==> src/rtl/regfile_wb_pkg.sv <==
// Shared widths, the zero-register constant and the slow-result FIFO entry layout
// for the register-file write-back block.
package regfile_wb_pkg;

  localparam int DATA_W = 32;
  localparam int ADDR_W = 5;

  localparam logic [ADDR_W-1:0] REG_ZERO = '0;

  typedef struct packed {
    logic [ADDR_W-1:0] rd;
    logic [DATA_W-1:0] data;
    logic              kill;
  } wb_entry_t;

endpackage

==> src/rtl/wb_fifo.sv <==
// Circular buffer of pending slow-unit results. A kill marks every buffered entry
// whose destination is overwritten by a younger ALU write. Also reports live rd matches.
module wb_fifo
  import regfile_wb_pkg::*;
#(
  parameter int DEPTH = 4
) (
  input  logic              clk,
  input  logic              rst_n,
  input  logic              push_i,
  input  logic [ADDR_W-1:0] push_rd_i,
  input  logic [DATA_W-1:0] push_data_i,
  input  logic              pop_i,
  input  logic              kill_en_i,
  input  logic [ADDR_W-1:0] kill_rd_i,
  input  logic [ADDR_W-1:0] query_rs_i,
  input  logic [ADDR_W-1:0] query_rt_i,
  output wb_entry_t         head_o,
  output logic              empty_o,
  output logic              full_o,
  output logic [DEPTH-1:0]  match_rs_o,
  output logic [DEPTH-1:0]  match_rt_o
);

  localparam int PTR_W = $clog2(DEPTH);
  localparam logic [PTR_W:0] FULL_CNT = (PTR_W+1)'(DEPTH);

  wb_entry_t        mem_q [DEPTH];
  logic [DEPTH-1:0] valid_q;
  logic [PTR_W-1:0] wr_ptr_q, wr_ptr_d;
  logic [PTR_W-1:0] rd_ptr_q, rd_ptr_d;
  logic [PTR_W:0]   count_q, count_d;
  logic             push_ok, pop_ok;

  assign empty_o = (count_q == '0);
  assign full_o  = (count_q == FULL_CNT);
  assign head_o  = mem_q[rd_ptr_q];
  assign push_ok = push_i && !full_o;
  assign pop_ok  = pop_i && !empty_o;

  // DEPTH is a power of two, so pointers wrap by natural overflow.
  always_comb begin
    wr_ptr_d = wr_ptr_q;
    rd_ptr_d = rd_ptr_q;
    count_d  = count_q;
    if (push_ok) wr_ptr_d = wr_ptr_q + 1'b1;
    if (pop_ok)  rd_ptr_d = rd_ptr_q + 1'b1;
    case ({push_ok, pop_ok})
      2'b10:   count_d = count_q + 1'b1;
      2'b01:   count_d = count_q - 1'b1;
      default: count_d = count_q;
    endcase
  end

  // The pushed slot is never valid when written, so a same-cycle kill cannot hit it.
  always_ff @(posedge clk or negedge rst_n) begin
    if (!rst_n) begin
      wr_ptr_q <= '0;
      rd_ptr_q <= '0;
      count_q  <= '0;
      valid_q  <= '0;
      for (int i = 0; i < DEPTH; i++) mem_q[i] <= '0;
    end else begin
      wr_ptr_q <= wr_ptr_d;
      rd_ptr_q <= rd_ptr_d;
      count_q  <= count_d;
      for (int i = 0; i < DEPTH; i++) begin
        if (kill_en_i && valid_q[i] && (mem_q[i].rd == kill_rd_i)) mem_q[i].kill <= 1'b1;
      end
      if (pop_ok) valid_q[rd_ptr_q] <= 1'b0;
      if (push_ok) begin
        mem_q[wr_ptr_q]   <= '{rd: push_rd_i, data: push_data_i, kill: 1'b0};
        valid_q[wr_ptr_q] <= 1'b1;
      end
    end
  end

  always_comb begin
    match_rs_o = '0;
    match_rt_o = '0;
    for (int i = 0; i < DEPTH; i++) begin
      match_rs_o[i] = valid_q[i] && !mem_q[i].kill && (mem_q[i].rd == query_rs_i);
      match_rt_o[i] = valid_q[i] && !mem_q[i].kill && (mem_q[i].rd == query_rt_i);
    end
  end

endmodule

==> src/rtl/regfile_writeback.sv <==
// Write-side driver of the MIPS register file: ALU results win, slow results queue in wb_fifo.
// Define WB_BYPASS_EN to add read-port forwarding from the output stage (removes its stall term).
module regfile_writeback #(
  parameter int DEPTH  = 4,
  parameter int DATA_W = regfile_wb_pkg::DATA_W,
  parameter int ADDR_W = regfile_wb_pkg::ADDR_W
) (
  input  logic              clk,
  input  logic              rst_n,
  input  logic              alu_valid,
  input  logic [ADDR_W-1:0] alu_rd,
  input  logic [DATA_W-1:0] alu_data,
  input  logic              slow_valid,
  output logic              slow_ready,
  input  logic [ADDR_W-1:0] slow_rd,
  input  logic [DATA_W-1:0] slow_data,
  input  logic [ADDR_W-1:0] query_rs,
  input  logic [ADDR_W-1:0] query_rt,
  output logic              pend_rs,
  output logic              pend_rt,
`ifdef WB_BYPASS_EN
  input  logic [DATA_W-1:0] rf_rs_data,
  input  logic [DATA_W-1:0] rf_rt_data,
  output logic [DATA_W-1:0] byp_rs_data,
  output logic [DATA_W-1:0] byp_rt_data,
`endif
  output logic              RegWrite,
  output logic [ADDR_W-1:0] WriteRegister,
  output logic [DATA_W-1:0] WriteData
);

  import regfile_wb_pkg::*;

  wb_entry_t         head;
  logic              fifo_empty, fifo_full;
  logic              push, pop, head_write, alu_kill;
  logic [DEPTH-1:0]  match_rs, match_rt;
  logic              out_hit_rs, out_hit_rt;

  logic              reg_write_q, reg_write_d;
  logic [ADDR_W-1:0] write_reg_q, write_reg_d;
  logic [DATA_W-1:0] write_data_q, write_data_d;

  assign slow_ready = !fifo_full;
  assign push       = slow_valid && slow_ready;
  // Killed heads drain even under ALU traffic; live heads wait for an ALU gap.
  assign pop        = !fifo_empty && (head.kill || !alu_valid);
  assign head_write = pop && !head.kill && (head.rd != REG_ZERO);
  assign alu_kill   = alu_valid && (alu_rd != REG_ZERO);

  wb_fifo #(.DEPTH(DEPTH)) u_fifo (
    .clk        (clk),
    .rst_n      (rst_n),
    .push_i     (push),
    .push_rd_i  (slow_rd),
    .push_data_i(slow_data),
    .pop_i      (pop),
    .kill_en_i  (alu_kill),
    .kill_rd_i  (alu_rd),
    .query_rs_i (query_rs),
    .query_rt_i (query_rt),
    .head_o     (head),
    .empty_o    (fifo_empty),
    .full_o     (fifo_full),
    .match_rs_o (match_rs),
    .match_rt_o (match_rt)
  );

  always_comb begin
    reg_write_d  = 1'b0;
    write_reg_d  = write_reg_q;
    write_data_d = write_data_q;
    if (alu_valid) begin
      if (alu_rd != REG_ZERO) begin
        reg_write_d  = 1'b1;
        write_reg_d  = alu_rd;
        write_data_d = alu_data;
      end
    end else if (head_write) begin
      reg_write_d  = 1'b1;
      write_reg_d  = head.rd;
      write_data_d = head.data;
    end
  end

  always_ff @(posedge clk or negedge rst_n) begin
    if (!rst_n) begin
      reg_write_q  <= 1'b0;
      write_reg_q  <= '0;
      write_data_q <= '0;
    end else begin
      reg_write_q  <= reg_write_d;
      write_reg_q  <= write_reg_d;
      write_data_q <= write_data_d;
    end
  end

  assign RegWrite      = reg_write_q;
  assign WriteRegister = write_reg_q;
  assign WriteData     = write_data_q;

  assign out_hit_rs = reg_write_q && (write_reg_q == query_rs);
  assign out_hit_rt = reg_write_q && (write_reg_q == query_rt);

`ifdef WB_BYPASS_EN
  assign pend_rs     = (query_rs != REG_ZERO) && (|match_rs);
  assign pend_rt     = (query_rt != REG_ZERO) && (|match_rt);
  assign byp_rs_data = (out_hit_rs && (query_rs != REG_ZERO)) ? write_data_q : rf_rs_data;
  assign byp_rt_data = (out_hit_rt && (query_rt != REG_ZERO)) ? write_data_q : rf_rt_data;
`else
  assign pend_rs = (query_rs != REG_ZERO) && ((|match_rs) || out_hit_rs);
  assign pend_rt = (query_rt != REG_ZERO) && ((|match_rt) || out_hit_rt);
`endif

endmodule

==> config.mk <==
export PLATFORM = sky130hd
export DESIGN_NAME = regfile_writeback
export DESIGN_NICKNAME = d
export VERILOG_FILES = /design/src/rtl/regfile_wb_pkg.sv /design/src/rtl/wb_fifo.sv /design/src/rtl/regfile_writeback.sv
export SDC_FILE = /design/constraint.sdc
export NUM_CORES = 1
export LEC_CHECK = 0
export CAP_MARGIN = 0
export CELL_PAD_IN_SITES_DETAIL_PLACEMENT = 2
export CELL_PAD_IN_SITES_GLOBAL_PLACEMENT = 2
export CORE_AREA = 2 2 167 169
export DETAILED_ROUTE_END_ITERATION = 16
export DIE_AREA = 0 0 169 171
export PLACE_DENSITY = 0.85
export RECOVER_POWER = 100
export SYNTH_ARGS = -nofsm -noshare
export SYNTH_HDL_FRONTEND = slang
export SYNTH_HIERARCHICAL = 1
export SYNTH_SLANG_ARGS = --single-unit
==> constraint.sdc <==
create_clock -name clk -period 6.8 [get_ports clk]
set_input_delay 1.36 -clock clk [delete_from_list [all_inputs] [get_ports clk]]
set_output_delay 1.36 -clock clk [all_outputs]
set_load 0.02 [all_outputs]
---- Yosys cells after proc, flatten, opt, wreduce, memory -nomap -nowiden ----
Cells that the tools add are included.
storage, ports and cells
  word-level logic and storage cells ...... 135
  bits in registers ....................... 201
  input port bits ......................... 88
operators by class
  $lt $le $gt $ge ......................... 7
  mux-type cells .......................... 27
  add/sub/neg operators ................... 4
  equal/unequal tests ..................... 18
  reduce and logical (&&, ||, !) cells .... 55
  bitwise operators ....................... 5
operator list
  operator               count
  $bwmux W152            1
  $mux W115              1
  $mux W38               3
  $mux W32               3
  $bmux W38 S2           1
  $demux W38 S2          1
  $eq A5 B5 Y1           14
  $logic_and A1 B1 Y1    34
  $reduce_bool A5 Y1     4
  $mux W5                3
  $mux W1                9
  $logic_not A1 Y1       8
  $mux W4                2
  $reduce_or A4 Y1       2
  $ge A3 B3 Y1 const B   2
  $lt A2 B3 Y1 const B   2
  $not A2 Y3             2
  $pmux W3 S2            1
  $add A2 B1 Y2 const B  2
  $and A4 B4 Y4          1
  $demux W1 S2           2
  $ge A2 B1 Y1 const B   2
  $not A4 Y4             1
  $or A4 B4 Y4           1
  11 further kinds       14

---- Longest topological paths before layout ----
  depth after elaboration ................. 10
  gate-level depth with buffers ........... 12
  mapped depth without buffers ............ 11

---- Hierarchy ----
Netlist, hierarchy kept.
by module, submodules not included
  module             times used  seq. area each (µm²)  cells an instance  area each (µm²)
  wb_fifo            1           4,078.9               528                8,034.0
  regfile_writeback  1           950.9                 152                2,122.0

---- Worst setup path after synthesis ----
OpenSTA, ideal clock, no wires.
  kind .................................... input -> output
  start point ............................. input query_rs[3]
  end point ............................... output pend_rs
  path slack .............................. 2,907 ps
  stages .................................. 7
  data arrival time ....................... 2,533 ps
  path buffers ............................ 1
  cells stage by stage .................... clkbuf_1 > xnor2_1 > nand4_1 > nor3_1 > or4_1 > a31oi_1 > a21oi_1
between the ends
  cells in the longest elaborated chain, start to end .. 5
  elaborated cells on any way between the ends .. 14
  classes of those cells .................. eq/ne (5); reduce/logical (9)
ends and longest elaborated chain
  element              RTL line                  source
  from (decl)          regfile_writeback.sv:17   input logic [ADDR_W-1:0] query_rs,
  $eq A5 B5 Y1         wb_fifo.sv:82             match_rs_o[i] = valid_q[i] && !mem_q[i].kill && (mem_q[i].rd == query_rs_i);
  $logic_and A1 B1 Y1  wb_fifo.sv:82
  net match_rs[1]      regfile_writeback.sv:37   logic [DEPTH-1:0] match_rs, match_rt;
  $reduce_or A4 Y1     regfile_writeback.sv:111  assign pend_rs = (query_rs != REG_ZERO) && ((|match_rs) || out_hit_rs);
  $logic_or A1 B1 Y1   regfile_writeback.sv:111
  $logic_and A1 B1 Y1  regfile_writeback.sv:111
  to (decl)            regfile_writeback.sv:19   output logic pend_rs,
The timed path passes the listed nets, and every way through them passes these cells.

==> impl_metrics.py <==
metrics = {
    "die": {
        "die_area_um2": 28900,
        "core_um2": 27300,
        "fp.dieW_um": 169,
        "rows": 61,
        "io_pins": 129,
        "die_h_um": 171,
        "start_util_pct": 37.2,
    },
    "timing": {
        "fin_worst_skew_ps": 8.60,
        "slew_headroom_pct": -145,
        "finalHoldViolCount": 0,
        "finalSetupViolCount": 0,
        "tightest_slew_ps": 3680,
        "finalMaxSlewViolations": 280,
        "setup_ws_ps": 1750,
        "rsz0062_at_grt": "no",
        "layout_min_cycle_time_ps": 5050,
        "finalSetupTns_ps": 0,
        "max_freq_mhz": 198,
        "fin_crit_sh_pct": 74.2,
    },
    "critical_path": {
        "reg2reg_slack_ps": 1750,
        "critPathMaxFanout": 34,
        "regToRegEndpoint": "WriteData[13]$_DFFE_PN0P_",
        "crit_chain": "buf_4 -> mux4_2 -> nor3_1 -> o21ai_0 -> nand2b_1 -> clkbuf_1 -> mux2_2",
        "cp_num_buf_inv": 2,
        "end_kind": "flop",
        "rr_startpoint": "u_fifo/rd_ptr_q[0]$_DFFE_PN0N_",
        "worst_path_largest_cell_delay_ps": 1110,
        "ff2ff_path_depth": 7,
        "worstPathArrival_ps": 5430,
        "cp_slowest_cell": "clkbuf_1",
        "cp.depth": 7,
        "crit_type": "reg -> reg",
        "start_kind": "flop",
        "critPathTopFamily": "buffers and inverters",
        "crit_required_ps": 7190,
    },
    "placement": {
        "gp_congestion": 0.838,
        "hpwl_um": 17300,
        "dp_slack_ps": 1810,
        "port_buffers": 128,
    },
    "synthesis": {
        "syn-num-nets": 778,
        "ys_warn_count": 6,
        "synth_compound_gate_area_share_pct": 1.64,
        "avgSynthCellArea_um2": 14.9,
        "synth.mux.area_fraction_pct": 35.1,
        "ys_seq_area_share_pct": 49.5,
        "synth_top_family_by_area": "multiplexers",
        "synthXorXnorAreaFrac_pct": 5.69,
        "yosys_register_bits": 201,
        "synth_cells": 680,
        "syn_area_um2": 10200,
        "synthSimpleGateAreaFrac_pct": 3.50,
        "ys_types": 35,
        "synthAdderAreaFrac_pct": 1.31,
    },
    "worst_hold_path": {
        "whs_path_depth": 1,
        "min_to": "u_fifo/mem_q[48]$_DFFE_PN0P_",
        "hold_start": "u_fifo/mem_q[48]$_DFFE_PN0P_",
        "hp-class": "reg -> reg",
    },
    "route": {
        "ant_nets": 0,
        "first_pass_iters": 4,
        "drt-initial-drc-count": 268,
        "wl_per_cell_um": 23.6,
        "avgViaCountPerCell": 5.34,
        "dr_total_vias": 6197,
        "drc": 0,
        "totalWireLength_um": 27400,
    },
    "layout": {
        "fillCellCount": 2621,
        "seq_area_um2": 5030,
        "final_util_pct": 44.8,
        "area_growth_pct": 20.4,
        "fin_nets": 897,
        "final_layout_size_suffix_gt1_share_pct": 31.8,
        "multi_input_area_um2": 4610,
    },
    "clocking": {
        "clk_latency_ps": 510,
        "htree_levels": 1,
        "cts_root_buffer": "clkbuf_16",
        "cts_buffer_depth": 3,
        "cts_tree": "done",
        "postCtsHoldBufs": 0,
        "post_cts_buffers": 0,
        "cts_buffers": 24,
        "post_cts_resized": 0,
        "clk_pin_slew_worst_paths_ps": 60,
        "clock_sinks": 201,
    },
    "run": {
        "drv_cap": 6,
    },
    "run_status": {
        "violations": "capacitance limit, slew limit",
        "outcome": "complete, but fails checks",
    },
    "global_route": {
        "grt_pass1_wl_um": 43800,
        "grt_pass1_vias": 7249,
        "grt_usage_pct": 19.8,
        "antenna_found_initial": 2,
        "overflow": 0,
        "grt_max_degree": 86,
    },
    "power": {
        "ir_drop_mv": 0.264,
        "power_leakage_uw": 0.00498,
        "p_per_area_nw_per_um2": 501,
    },
}
Yosys cell counts:
master | n | area [µm²]
mux2_4 | 51 | 766
inv_2 | 2 | 7.51
a222oi_1 | 3 | 30.0
mux2i_1 | 1 | 10.0
a2111oi_0 | 3 | 26.3
a41oi_1 | 4 | 35.0
nor3_1 | 12 | 60.1
a21oi_1 | 3 | 15.0
nor2_1 | 7 | 26.3
or4_1 | 4 | 30.0
nand2b_1 | 5 | 31.3
nand2_1 | 9 | 33.8
mux4_2 | 38 | 856
a31oi_1 | 2 | 12.5
ha_1 | 9 | 113
dfrtp_1 | 201 | 5030
fa_1 | 1 | 20.0
xor2_1 | 22 | 193
nor4_1 | 3 | 18.8
nor2b_1 | 8 | 50.1
clkbuf_1 | 11 | 41.3
a21o_1 | 4 | 30.0
buf_1 | 3 | 11.3
buf_2 | 14 | 70.1
buf_6 | 11 | 124
buf_4 | 2 | 15.0
o21ai_0 | 1 | 5.00
nand4_1 | 8 | 50.1
inv_1 | 15 | 56.3
xnor2_1 | 44 | 385
o21a_1 | 1 | 7.51
o21ai_1 | 1 | 5.00
and3_4 | 4 | 45.0
nand3_2 | 1 | 10.0
mux2_2 | 172 | 1940
layout make-up:
cell class / instances / share of cell area [%]
Clock buffer: 33 / 5.61
Multi-Input combinational cell: 421 / 37.7
Clock inverter: 8 / 0.767
Sequential cell: 201 / 41.1
Timing Repair Buffer: 134 / 10.7
Antenna cell: 1 / 0.0205
Inverter: 17 / 0.522
Tap cell: 346 / 3.54
power by group:
part           leakage [µW]  internal [µW]  switching, µW
Sequential          0.00239           1820            535
Combinational       0.00220           1440           1060
Clock              0.000387            776            495
Total               0.00498           4040           2090
through the flow:
step / hold slack [ps] / instance area, µm² / power, µW / cells
after global routing: 511 / 12200 / 6540 / 1160
final: 479 / 12200 / 6130 / 1161
after detailed placement: 491 / 11700 / 5120 / 1119
after floorplan: 473 / 10200 / 4210 / 680
after global placement: 483 / 11700 / 4950 / 1119
after CTS: 506 / 12400 / 6460 / 1160
state kept, by name, indices dropped and copies added, names as in the netlist:
signal / cells
u_fifo/mem_q: 152
WriteData: 32
WriteRegister: 5
u_fifo/valid_q: 4
u_fifo/count_q: 3
u_fifo/rd_ptr_q: 2
u_fifo/wr_ptr_q: 2
RegWrite: 1
cell usage in the layout (no fill, tap or decap), types with 7 or more instances in the layout:
cell type,synthesis,layout
dfrtp_1,201,200
mux2_2,172,171
clkdlybuf4s50_1,0,83
mux2_1,0,47
xnor2_1,44,44
dlygate4sd3_1,0,43
mux4_2,38,38
clkbuf_16,0,25
xor2_1,22,22
inv_1,15,15
nor3_1,12,12
nand2_1,9,9
ha_1,9,9
nor2b_1,8,8
clkbuf_1,11,8
nand4_1,8,8
nor2_1,7,7
routing by layer:
metal | global-route usage, % | vias up | wire [µm] | share of wire (%)
li1 | - | 2698 | - | -
met1 | 25.4 | 3317 | 11600 | 43
met2 | 35.2 | 154 | 14000 | 51
met3 | 3.10 | 28 | 1350 | 4.9
met4 | 4.50 | 0 | 422 | 1.5
met5 | 0 | - | 0 | 0
worst max-delay path by stage:
stage | start | to | slack [ps]
floorplan | query_rs[3] | pend_rs | 2910
global placement | query_rs[0] | pend_rs | 1840
detailed placement | query_rs[0] | pend_rs | 1810
CTS | query_rs[4] | pend_rs | 1800
global route | rst_n | u_fifo/mem_q[71]$_DFFE_PN0P_ | 1100
finish | u_fifo/rd_ptr_q[0]$_DFFE_PN0N_ | WriteData[13]$_DFFE_PN0P_ | 1750
cells by family (layout without fill, tap and decap cells):
kind of cell	after synthesis	after routing
AND/OR/NAND/NOR	61	61
multiplexers	262	262
flip-flops	201	201
XOR/XNOR	66	66
buffers and inverters	58	192
other	0	1
AO/OA/AOI/OAI	22	22
adder cells (fa/ha/maj)	10	10
(Power assumes the default switching activity.)
